[config.mk]
export PLATFORM = sky130hd
export DESIGN_NAME = count_sseg_display
export DESIGN_NICKNAME = d
export VERILOG_FILES = /design/src/rtl/count_sseg_display.sv
export SDC_FILE = /design/constraint.sdc
export NUM_CORES = 1
export LEC_CHECK = 0
export BUFFER_PORTS_ARGS = -buffer_cell sky130_fd_sc_hd__buf_4
export CAP_MARGIN = 30
export CORE_AREA = 2 2 85 87
export DETAILED_ROUTE_END_ITERATION = 10
export DIE_AREA = 0 0 87 89
export PLACE_DENSITY = 0.88
export SYNTH_ARGS = -nofsm -noshare
export SYNTH_HDL_FRONTEND = slang
export SYNTH_SLANG_ARGS = --single-unit
[constraint.sdc]
create_clock -name CLK -period 4.4 [get_ports CLK]
set_clock_uncertainty 0.2 [all_clocks]
set_input_delay 0.44 -clock CLK [delete_from_list [all_inputs] [get_ports CLK]]
set_output_delay 0.44 -clock CLK [all_outputs]
set_load 0.01 [all_outputs]
[src/rtl/count_sseg_display.sv]
// count_sseg_display
// Display stage behind the 7-bit counter. A change on count_in starts a
// sequential double-dabble conversion to three BCD digits. The last completed
// result is multiplexed onto a 4-digit common-anode seven-segment display.
// Anodes and segments are active-low.

module count_sseg_display #(
    parameter int REFRESH_CYCLES = 50000,
    parameter int BLANK_LEADING  = 1
) (
    input  logic        CLK,
    input  logic        RST_N,
    input  logic [6:0]  count_in,
    output logic        conv_busy,
    output logic [11:0] bcd_out,
    output logic [3:0]  an,
    output logic [6:0]  seg,
    output logic        dp
);

    localparam int CNT_W = $clog2(REFRESH_CYCLES);
    localparam logic [CNT_W-1:0] CNT_MAX = CNT_W'(REFRESH_CYCLES - 1);

    localparam logic [0:0] ST_IDLE = 1'b0;
    localparam logic [0:0] ST_CONV = 1'b1;

    localparam logic [3:0] AN_OFF  = 4'b1111;
    localparam logic [6:0] SEG_OFF = 7'b1111111;

    // One double-dabble step: add 3 to every BCD nibble >= 5, then shift left.
    function automatic logic [18:0] dabble_step(input logic [18:0] s);
        logic [18:0] a;
        a = s;
        if (a[18:15] >= 4'd5) a[18:15] = a[18:15] + 4'd3;
        else                  a[18:15] = a[18:15];
        if (a[14:11] >= 4'd5) a[14:11] = a[14:11] + 4'd3;
        else                  a[14:11] = a[14:11];
        if (a[10:7] >= 4'd5)  a[10:7]  = a[10:7] + 4'd3;
        else                  a[10:7]  = a[10:7];
        return {a[17:0], 1'b0};
    endfunction

    // BCD digit to active-low {g,f,e,d,c,b,a}; non-decimal codes are dark.
    function automatic logic [6:0] seg_code(input logic [3:0] d);
        logic [6:0] c;
        case (d)
            4'd0:    c = 7'b1000000;
            4'd1:    c = 7'b1111001;
            4'd2:    c = 7'b0100100;
            4'd3:    c = 7'b0110000;
            4'd4:    c = 7'b0011001;
            4'd5:    c = 7'b0010010;
            4'd6:    c = 7'b0000010;
            4'd7:    c = 7'b1111000;
            4'd8:    c = 7'b0000000;
            4'd9:    c = 7'b0010000;
            default: c = 7'b1111111;
        endcase
        return c;
    endfunction

    logic [0:0]       state_r,     state_n_s;
    logic [6:0]       last_val_r,  last_val_n_s;
    logic [18:0]      shift_r,     shift_n_s;
    logic [18:0]      shift_step_s;
    logic [2:0]       bit_cnt_r,   bit_cnt_n_s;
    logic [11:0]      bcd_r,       bcd_n_s;
    logic             busy_r,      busy_n_s;

    logic [CNT_W-1:0] refresh_cnt_r;
    logic [1:0]       digit_sel_r;
    logic [3:0]       an_r,  an_n_s;
    logic [6:0]       seg_r, seg_n_s;
    logic             dp_r;

    logic [3:0]       hund_s, tens_s, ones_s;
    logic             blank_h_s, blank_t_s;

    assign shift_step_s = dabble_step(shift_r);

    // Conversion FSM next-state: capture on a new count, then seven dabble steps.
    always_comb begin
        state_n_s    = state_r;
        last_val_n_s = last_val_r;
        shift_n_s    = shift_r;
        bit_cnt_n_s  = bit_cnt_r;
        bcd_n_s      = bcd_r;
        busy_n_s     = busy_r;
        case (state_r)
            ST_IDLE: begin
                if (count_in != last_val_r) begin
                    state_n_s    = ST_CONV;
                    shift_n_s    = {12'd0, count_in};
                    last_val_n_s = count_in;
                    bit_cnt_n_s  = 3'd0;
                    busy_n_s     = 1'b1;
                end else begin
                    state_n_s    = ST_IDLE;
                end
            end
            ST_CONV: begin
                shift_n_s   = shift_step_s;
                bit_cnt_n_s = bit_cnt_r + 3'd1;
                if (bit_cnt_r == 3'd6) begin
                    bcd_n_s   = shift_step_s[18:7];
                    state_n_s = ST_IDLE;
                    busy_n_s  = 1'b0;
                end else begin
                    state_n_s = ST_CONV;
                end
            end
            default: begin
                state_n_s = ST_IDLE;
                busy_n_s  = 1'b0;
            end
        endcase
    end

    // Conversion FSM registers; reset discards any conversion in flight.
    always_ff @(posedge CLK or negedge RST_N) begin
        if (!RST_N) begin
            state_r    <= ST_IDLE;
            last_val_r <= 7'd0;
            shift_r    <= 19'd0;
            bit_cnt_r  <= 3'd0;
            bcd_r      <= 12'd0;
            busy_r     <= 1'b0;
        end else begin
            state_r    <= state_n_s;
            last_val_r <= last_val_n_s;
            shift_r    <= shift_n_s;
            bit_cnt_r  <= bit_cnt_n_s;
            bcd_r      <= bcd_n_s;
            busy_r     <= busy_n_s;
        end
    end

    // Refresh timer: hold each digit slot REFRESH_CYCLES clocks, then advance.
    always_ff @(posedge CLK or negedge RST_N) begin
        if (!RST_N) begin
            refresh_cnt_r <= '0;
            digit_sel_r   <= 2'd0;
        end else if (refresh_cnt_r == CNT_MAX) begin
            refresh_cnt_r <= '0;
            digit_sel_r   <= digit_sel_r + 2'd1;
        end else begin
            refresh_cnt_r <= refresh_cnt_r + 1'b1;
            digit_sel_r   <= digit_sel_r;
        end
    end

    assign hund_s    = bcd_r[11:8];
    assign tens_s    = bcd_r[7:4];
    assign ones_s    = bcd_r[3:0];
    assign blank_h_s = (BLANK_LEADING != 0) && (hund_s == 4'd0);
    assign blank_t_s = blank_h_s && (tens_s == 4'd0);

    // Slot decode: pick the anode and segment pattern for the selected digit.
    always_comb begin
        an_n_s  = AN_OFF;
        seg_n_s = SEG_OFF;
        case (digit_sel_r)
            2'd0: begin
                an_n_s  = 4'b1110;
                seg_n_s = seg_code(ones_s);
            end
            2'd1: begin
                if (blank_t_s) begin
                    an_n_s  = AN_OFF;
                    seg_n_s = SEG_OFF;
                end else begin
                    an_n_s  = 4'b1101;
                    seg_n_s = seg_code(tens_s);
                end
            end
            2'd2: begin
                if (blank_h_s) begin
                    an_n_s  = AN_OFF;
                    seg_n_s = SEG_OFF;
                end else begin
                    an_n_s  = 4'b1011;
                    seg_n_s = seg_code(hund_s);
                end
            end
            2'd3: begin
                an_n_s  = AN_OFF;
                seg_n_s = SEG_OFF;
            end
            default: begin
                an_n_s  = AN_OFF;
                seg_n_s = SEG_OFF;
            end
        endcase
    end

    // Pin registers: glitch-free drive of the display; decimal point kept off.
    always_ff @(posedge CLK or negedge RST_N) begin
        if (!RST_N) begin
            an_r  <= AN_OFF;
            seg_r <= SEG_OFF;
            dp_r  <= 1'b1;
        end else begin
            an_r  <= an_n_s;
            seg_r <= seg_n_s;
            dp_r  <= 1'b1;
        end
    end

    assign conv_busy = busy_r;
    assign bcd_out   = bcd_r;
    assign an        = an_r;
    assign seg       = seg_r;
    assign dp        = dp_r;

endmodule

**Word level (Yosys, flattened, before mapping)**

Memory sizes are Yosys's and may differ from the RTL's.
Index checks and enable logic that the tools add are counted.

- Register bits: 72
- ROM bits: 336
- Bits of input ports: 9
- Output and inout port bits: 25
- Logic and storage cells: 58
- Memories: 3

- Add/subtract/negate cells: 6
- Order comparisons: 3
- Eq/ne operators: 8
- Multiplexer cells: 20
- Bitwise operators: 1
- Reduce and logical (&&, ||, !) cells: 7

Memory list:

| memory | depth | width | rd ports | clocked after memory_dff | wr ports | RTL line | text |
|---|---|---|---|---|---|---|---|
| (name not given) | 16 | 7 | 1 | 0 | 0 | 46 | `case (d)` |
| (name not given) | 16 | 7 | 1 | 0 | 0 | 46 |  |
| (name not given) | 16 | 7 | 1 | 0 | 0 | 46 |  |

Operator list:

| kind | number |
|---|---|
| $pmux W19 S2 | 1 |
| $pmux W7 S4 | 1 |
| $mux W19 | 1 |
| $add A16 B1 Y16 const B | 1 |
| $eq A16 B16 Y1 const B | 1 |
| $mux W16 | 1 |
| $pmux W4 S4 | 1 |
| $mux W7 | 2 |
| $ge A4 B3 Y1 const B | 3 |
| $mux W3 | 3 |
| $add A4 B2 Y4 const B | 2 |
| $logic_not A4 Y1 | 2 |
| $mux W4 | 2 |
| $ne A7 B7 Y1 | 1 |
| $pmux W3 S2 | 1 |
| $reduce_and A2 Y1 | 3 |
| $eq A2 B2 Y1 const B | 2 |
| $mux W1 | 4 |
| $pmux W1 S2 | 2 |
| $add A3 B1 Y3 const B | 1 |
| $add A3 B2 Y3 const B | 1 |
| $eq A3 B3 Y1 const B | 1 |
| $add A2 B1 Y2 const B | 1 |
| $eq A2 B1 Y1 const B | 1 |
| 6 further kinds | 6 |

**Longest topological paths before layout**

Gate-level depths: netlist of run 1.

- Depth in word-level cells: 4
- Mapped depth: 6
- Gate-level depth less buffers: 6

**Worst setup path after synthesis of run 1**

Ideal clock, no wire load.

- Path type: register -> register
- From: register bcd_r[8], in the netlist bcd_out[8]
- To: register seg_r[2], in the netlist seg[2]
- Library setup time: 81 ps
- Arrival time: 1586 ps
- Required time: 4119 ps
- Setup slack: 2533 ps
- Stages on the path, launching flop included: 7
- Path buffers: 0
- Clock period less this slack: 1867 ps
- Path through: dfrtp_1 inv_1 ha_1 nor3b_1 and4_1 o21ai_0 a32oi_1

- Longest elaborated chain between the ends: 4
- Elaborated cells on any way between the ends: 6
- Classes of those cells: mux (3); reduce/logical (2); memory (1)

RTL lines:

| element | RTL line | text |
|---|---|---|
| start: declaration | 67 | `logic [11:0] bcd_r, bcd_n_s;` |
| start signal: assignment | 133 | `bcd_r <= bcd_n_s;` |
| parallel branches: the longest is 3 deep, another holds $mem_v2 Z16 W7 | -- |  |
| $pmux W7 S4 * | 162 | `case (digit_sel_r)` |
| net seg_n_s[2] | 73 | `logic [6:0] seg_r, seg_n_s;` |
| end signal: assignment | 204 | `seg_r <= seg_n_s;` |
| end: declaration | 73 |  |

Mark *: on every way through the listed nets, which the timed path passes.
A chain may end at the register's enable or synchronous reset.

**Worst setup path in the final report of run 1**

- From: register state_r
- To: register shift_r[18]

- Longest elaborated chain between the ends: 2
- Elaborated cells on any way between the ends: 3
- Classes of those cells: eq/ne (1); mux (1); bitwise (1)

RTL lines:

| element | RTL line | text |
|---|---|---|
| start: declaration | 62 | `logic [0:0] state_r, state_n_s;` |
| start signal: assignment | 129 | `state_r <= state_n_s;` |
| $not A1 Y1 (no source line) | -- |  |
| $pmux W19 S2 or $ne A2 B2 Y1 (tied branches) | -- |  |
| end signal: assignment | 131 | `shift_r <= shift_n_s;` |
| end: declaration | 64 | `logic [18:0] shift_r, shift_n_s;` |

Several ways; a longest one is shown, not always the timed one.

==> flow_summary.ini, run 1 <==
[outcome]
outcome = complete, no violations

[timing]
hold_viol = 0
period_minus_slack_ns = 2.54
fin_setup_tns_ns = 0
worstMarginPinSlew_ns = 0.855
rsz0062_at_grt = false
slew_headroom_pct = 43.0
finalSetupViolCount = 0
finalMaxSlewViolations = 0
max_freq_mhz = 393
finalCritPeriodShare_pct = 57.8

[critical_path]
start_kind = flop
crit_arrival_ns = 2.62
crit_path_max_incr_delay_ns = 0.88
critPathMaxFanout = 36
end_kind = flop
crit_slowest_cell = clkinv_1
required_ns = 4.47
setup.worst_path.class = flop to flop
reg2reg_slack_ns = 1.86
worstPathCellList = clkinv_1, nor3_1, a31oi_1, o21ai_0

[layout]
multi_input_area_um2 = 1970
drive_above_1_share_pct = 16.2
fin_nets = 463
area_growth_pct = 11.6
final-seq-area_um2 = 1790
nFillCells = 517
post-route-util_pct = 65.4
antenna_cells = 0

[detailed_routing]
dr.pass1.iters = 5
wire_per_inst_um = 15.0
drt-total-wl_um = 7650
vias = 3027
first_iter_violations = 192
vias_per_cell = 5.92
detail-route-antenna-nets = 0
drt_drc_violations_left = 0

[synthesis]
ys.flop_type = dfrtp_1
yosys_warnings = 0
synth_edf_count = 0
ys_top_cells_by_area = dfrtp_1, ha_1, dfstp_2
netlist_top_cells_count = dfrtp_1, o21ai_0, nand2_1, ha_1
ys_seq_elements = 71
synth_top_cell_area_share_pct = 38.8
ys_seq_area_share_pct = 45.4
synth_area_um2 = 3940
synthArstFlopShare_pct = 100
ys_types = 47
synth.most_common_cell = dfrtp_1
syn_area_per_cell_um2 = 9.82
syn_inst = 401
yosys.area.top_type = dfrtp_1

[place]
hpwl_um = 5270
io_buffers = 31
gp_routability_congestion = 0.894

[floorplanning]
start_util_pct = 58.6
dieWidth_um = 87
dieArea_um2 = 7740
dieHeight_um = 89
num_io_pins = 34
coreArea_um2 = 6720
num_rows = 30

[cts]
cts_setup_buffers = 0
cts_resized = 0
holdBufCountCts = 0
root_buffer = clkbuf_8
clkTransAtPathRegs_ns = 0.07
cts.path.max_buffers = 2
cts_max_level = 3
cts_inserted_buffers = 9
cts_tree = done
clkSinkCount = 71
clkLatencyLatePin_ns = 0.35

[grt]
grt_pass1_vias = 2820
grt_pass1_wl_um = 12800
overflow = 0
grt_usage_pct = 21.4
grt_max_degree = 72
antenna_found_initial = 0

[power]
power_frac_comb_pct = 40.8
seqPwrFrac_pct = 39.9
finalPower_uw = 2810
power_leakage_uw = 0.00193
power-per-cell-area_nw_per_um2 = 640
pwr-share-clk_pct = 19.2
ir_worst_vdd_uv = 393
power_switching_uw = 1100
switching_share_pct = 39.0
p_int_uw = 1710

[worst_hold_path]
hold_class = input port to async pin

[job]
cap_viol_max_count = 0
[path summary, 6_finish.rpt]
kind                                               end                   startpoint  cells after the start
max                            shift_r[18]$_DFFE_PN0P_            state_r$_DFF_PN0_                      4
max reg2reg                    shift_r[18]$_DFFE_PN0P_            state_r$_DFF_PN0_                      4
min                             bcd_out[1]$_DFFE_PN0P_                        RST_N                      1
max in group asynchronous     bit_cnt_r[0]$_DFFE_PN0P_                        RST_N                      1
min in group CLK             last_val_r[0]$_DFFE_PN0P_                  count_in[0]                      2
min reg2reg                refresh_cnt_r[15]$_DFF_PN0_  refresh_cnt_r[15]$_DFF_PN0_                      1
[through the flow]
| step | area (um^2) | setup slack [ns] | hold slack (ns) | cells |
|---|---|---|---|---|
| final | 4400 | 1.86 | 0.00876 | 511 |
| after global placement | 4190 | 2.00 | 0.259 | 495 |
| after CTS | 4400 | 1.84 | 0.0263 | 511 |
| after global routing | 4400 | 1.58 | 0.0815 | 511 |
| after detailed placement | 4190 | 1.85 | 0.272 | 495 |
| after floorplan | 3940 | 2.53 | -0.0556 | 402 |
[logic make-up after synthesis]
family,Yosys count,share of synthesized area [%]
other cells,1,0.0952
buf+inv,43,4.58
fa+ha+maj,28,8.90
simple gates,119,15.6
flops,71,45.4
mux,18,4.89
compound gates,97,15.1
xor+xnor,24,5.34
[routing by layer]
metal	global-route usage (%)	vias to the layer above	wire, um
met3	4.62	23	400
li1	-	1456	-
met5	0	-	0
met4	10.8	0	221
met2	36.4	110	3720
met1	25.8	1438	3310
[sequential cells by signal, summed over array words and instances (netlist names)]
register and cells:
an 3, bcd_out 12, bit_cnt_r 3, conv_busy 1, digit_sel_r 2, last_val_r 7
refresh_cnt_r 16, seg 7, shift_r 19, state_r 1
[power by group through the flow]
stage               combinational, uW  sequential [uW]  clock, uW
floorplan                         809             1080          0
global placement                 1070             1110          0
detailed placement               1130             1130          0
CTS                              1150             1120        552
global route                     1290             1160        580
finish                           1150             1120        541
[layout by cell type (no fill, tap or decap), types with 3 or more instances in the layout]
cell type and instances:
a21o_1 4, a21oi_1 17, a31oi_1 7, a32oi_1 5, and3_1 5, and4_1 5, buf_4 31, clkbuf_8 11
dfrtp_1 61, dfstp_2 10, ha_1 28, inv_1 23, mux2_2 10, mux2i_1 8, nand2_1 32, nand2b_1 9
nand3_1 15, nand4_1 8, nor2_1 23, nor2b_1 6, nor3_1 5, nor3b_1 6, o211ai_1 3, o21ai_0 36
o22ai_1 9, o2bb2ai_1 3, xnor2_1 18, xor2_1 6
[worst max-delay path, delay by kind of cell (launching register included)]
family,cells,cell delay (ns)
buf+inv,1,0.88
flops,1,0.78
compound gates,2,0.23
simple gates,1,0.36
[layout make-up]
class	instances	area share [%]
multi-input combinational	288	44.9
clock buffer	11	3.44
timing repair buffer	31	5.29
tap	80	2.28
inverter	25	2.13
clock inverter	5	1.28
sequential	71	40.7
(Power assumes the default switching activity.)
==> inputs of run 2 (changes only) <==
Settings changed: CORE_AREA 2 2 85 87 to 2 2 89 91, DIE_AREA 0 0 87 89 to 0 0 91 93, PLACE_DENSITY 0.88 to 0.85.
Clock period 4.4 ns to 2.28 ns, I/O delays scaled along.
==> run 2 against run 1 <==
Effect of this change:
- power rose by 93%
- first-iteration DRC count down 18%
- sequential share of layout area shrank 1.5 points
- cell area is 4.0% higher
- register-to-register slack worse by 1.6 ns
- sequential power is 91% higher
- critical endpoint is now seg[2]$_DFF_PN1_
==> flow_summary.ini, run 2 (synthesis results as in run 1) <==
[power]
seqPwrFrac_pct = 39.5
power_leakage_uw = 0.00201
ir_worst_vdd_uv = 594
switching_share_pct = 38.8
pwr-share-clk_pct = 18.8
power-per-cell-area_nw_per_um2 = 1190
p_int_uw = 3320
power_switching_uw = 2110
power_frac_comb_pct = 41.7

[detailed_routing]
first_iter_violations = 158
drt_drc_violations_left = 0
detail-route-antenna-nets = 0
vias_per_cell = 5.62
drt-total-wl_um = 7810
vias = 3083
wire_per_inst_um = 14.2
dr.pass1.iters = 4

[layout]
antenna_cells = 0
area_growth_pct = 16.0
layout_commonest_cell = dfrtp_1
multi_input_area_um2 = 1980
drive_above_1_share_pct = 17.7
largest_reg_flops = 19
layout_common_cells = dfrtp_1, buf_4, o21ai_0
final-seq-area_um2 = 1790
regMostFlops = shift_r
nFillCells = 637
fin_nets = 479

[cts]
clkSinkCount = 71
root_buffer = clkbuf_8
clkLatencyLatePin_ns = 0.36
cts_max_level = 3
cts_inserted_buffers = 9
cts_tree = done
clkTransAtPathRegs_ns = 0.08
cts.path.max_buffers = 2

[floorplanning]
dieArea_um2 = 8460
num_rows = 32
dieWidth_um = 91
start_util_pct = 52.3
num_io_pins = 34
coreArea_um2 = 7530
dieHeight_um = 93

[critical_path]
required_ns = 2.35
worstPathCellList = inv_1, ha_1, nor3b_2, and4_1, o21ai_0, a32oi_1
reg2reg_depth = 6
crit_path_max_incr_delay_ns = 0.46
reg2reg_slack_ns = 0.25
cp-startpoint = bcd_out[9]$_DFFE_PN0P_
setup.worst_path.class = flop to flop
crit_end = seg[2]$_DFF_PN1_
cp_top_family = simple AND/OR/NAND/NOR gates
worstReg2RegEnd = seg[2]$_DFF_PN1_
path_depth = 6
crit_slowest_cell = dfrtp_1
r2r-start = bcd_out[9]$_DFFE_PN0P_
end_kind = flop
crit_arrival_ns = 2.11
cp_num_buf_inv = 1
critPathMaxFanout = 7
start_kind = flop

[worst_hold_path]
hold_class = input port to flop
min_from = count_in[6]

[place]
gp_routability_congestion = 0.942
io_buffers = 31
hpwl_um = 5600

[timing]
finalCritPeriodShare_pct = 89.2
slew_headroom_pct = 62.7
period_minus_slack_ns = 2.03
worstMarginPinSlew_ns = 0.560
max_freq_mhz = 492
finalMaxSlewViolations = 0
timing.hold.ws_ns = 0.0336
rsz0062_at_grt = false
hold_viol = 0
finalSetupViolCount = 0
fin_setup_tns_ns = 0

[grt]
grt_pass1_vias = 2960
antenna_found_initial = 0
overflow = 0
grt_max_degree = 46
grt_usage_pct = 19.4
grt_pass1_wl_um = 13100

[outcome]
outcome = complete, no violations

[job]
cap_viol_max_count = 0
[run 2: cell types whose count changed in the layout (fill, tap and decap cells not counted)]
cell / previous run / this run
dlygate4sd3_1: 0 / 7
clkbuf_1: 0 / 1
buf_12: 0 / 1
clkinvlp_4: 1 / 0
buf_4: 31 / 39
nor3b_1: 6 / 5
clkinv_4: 1 / 2
clkbuf_8: 11 / 10
nor3b_2: 0 / 1
[run 2: layer usage]
layer	vias to the layer above	track usage [%]	part of all wire, %
met5	-	0	0
li1	1493	-	-
met2	92	33.4	50
met3	24	5.00	5.3
met4	0	8.59	3.0
met1	1474	23.0	42
[run 2: worst reg2reg max path, cell delays in order (launching register included)]
cell and delay (ns):
dfrtp_1 0.46, inv_1 0.14, ha_1 0.27, nor3b_2 0.25, and4_1 0.28, o21ai_0 0.12
a32oi_1 0.25
[run 2: what timing repair did]
| item | in CTS | in global routing |
|---|---|---|
| resized for setup | 0 | 1 |
| buffers inserted | 0 | 0 |
| setup endpoints to repair | 0 | 3 |
| endpoints found under the hold margin | 46 | 0 |
| hold buffers | 7 | 0 |
[run 2: worst min path at each step]
stage / endpoint / slack [ns] / cells after the start
finish: last_val_r[6]$_DFFE_PN0P_ / 0.03 / 3
global route: last_val_r[6]$_DFFE_PN0P_ / 0.06 / 3
CTS: last_val_r[6]$_DFFE_PN0P_ / 0.03 / 3
detailed placement: refresh_cnt_r[13]$_DFF_PN0_ / 0.06 / 1
global placement: refresh_cnt_r[13]$_DFF_PN0_ / 0.06 / 1
floorplan: bcd_out[0]$_DFFE_PN0P_ / -0.27 / 0
[run 2: layout make-up]
cell class	instances	share of cell area, %
clock buffers	11	3.09
clock inverters	5	1.26
inverters	25	2.05
multi-input cells	288	43.3
flip-flops and latches	71	39.2
well taps	102	2.79
repair buffers	47	8.38
[run 2: stage by stage]
step	power, uW	worst slack (ns)	cell area [um^2]	std cells	util, %
after floorplan	3650	0.413	3940	402	-
final	5430	0.245	4570	549	60.7
after global placement	4260	0.349	4300	526	57.1
after CTS	5440	0.204	4560	549	60.6
after global routing	5840	0.137	4570	549	60.7
after detailed placement	4400	0.236	4300	526	57.1
[run 2: power groups by stage]
stage | sequential (uW) | clock [uW] | combinational (uW)
floorplan | 2090 | 0 | 1560
global placement | 2130 | 0 | 2120
detailed placement | 2160 | 0 | 2230
CTS | 2140 | 1040 | 2260
global route | 2200 | 1100 | 2530
finish | 2140 | 1020 | 2260
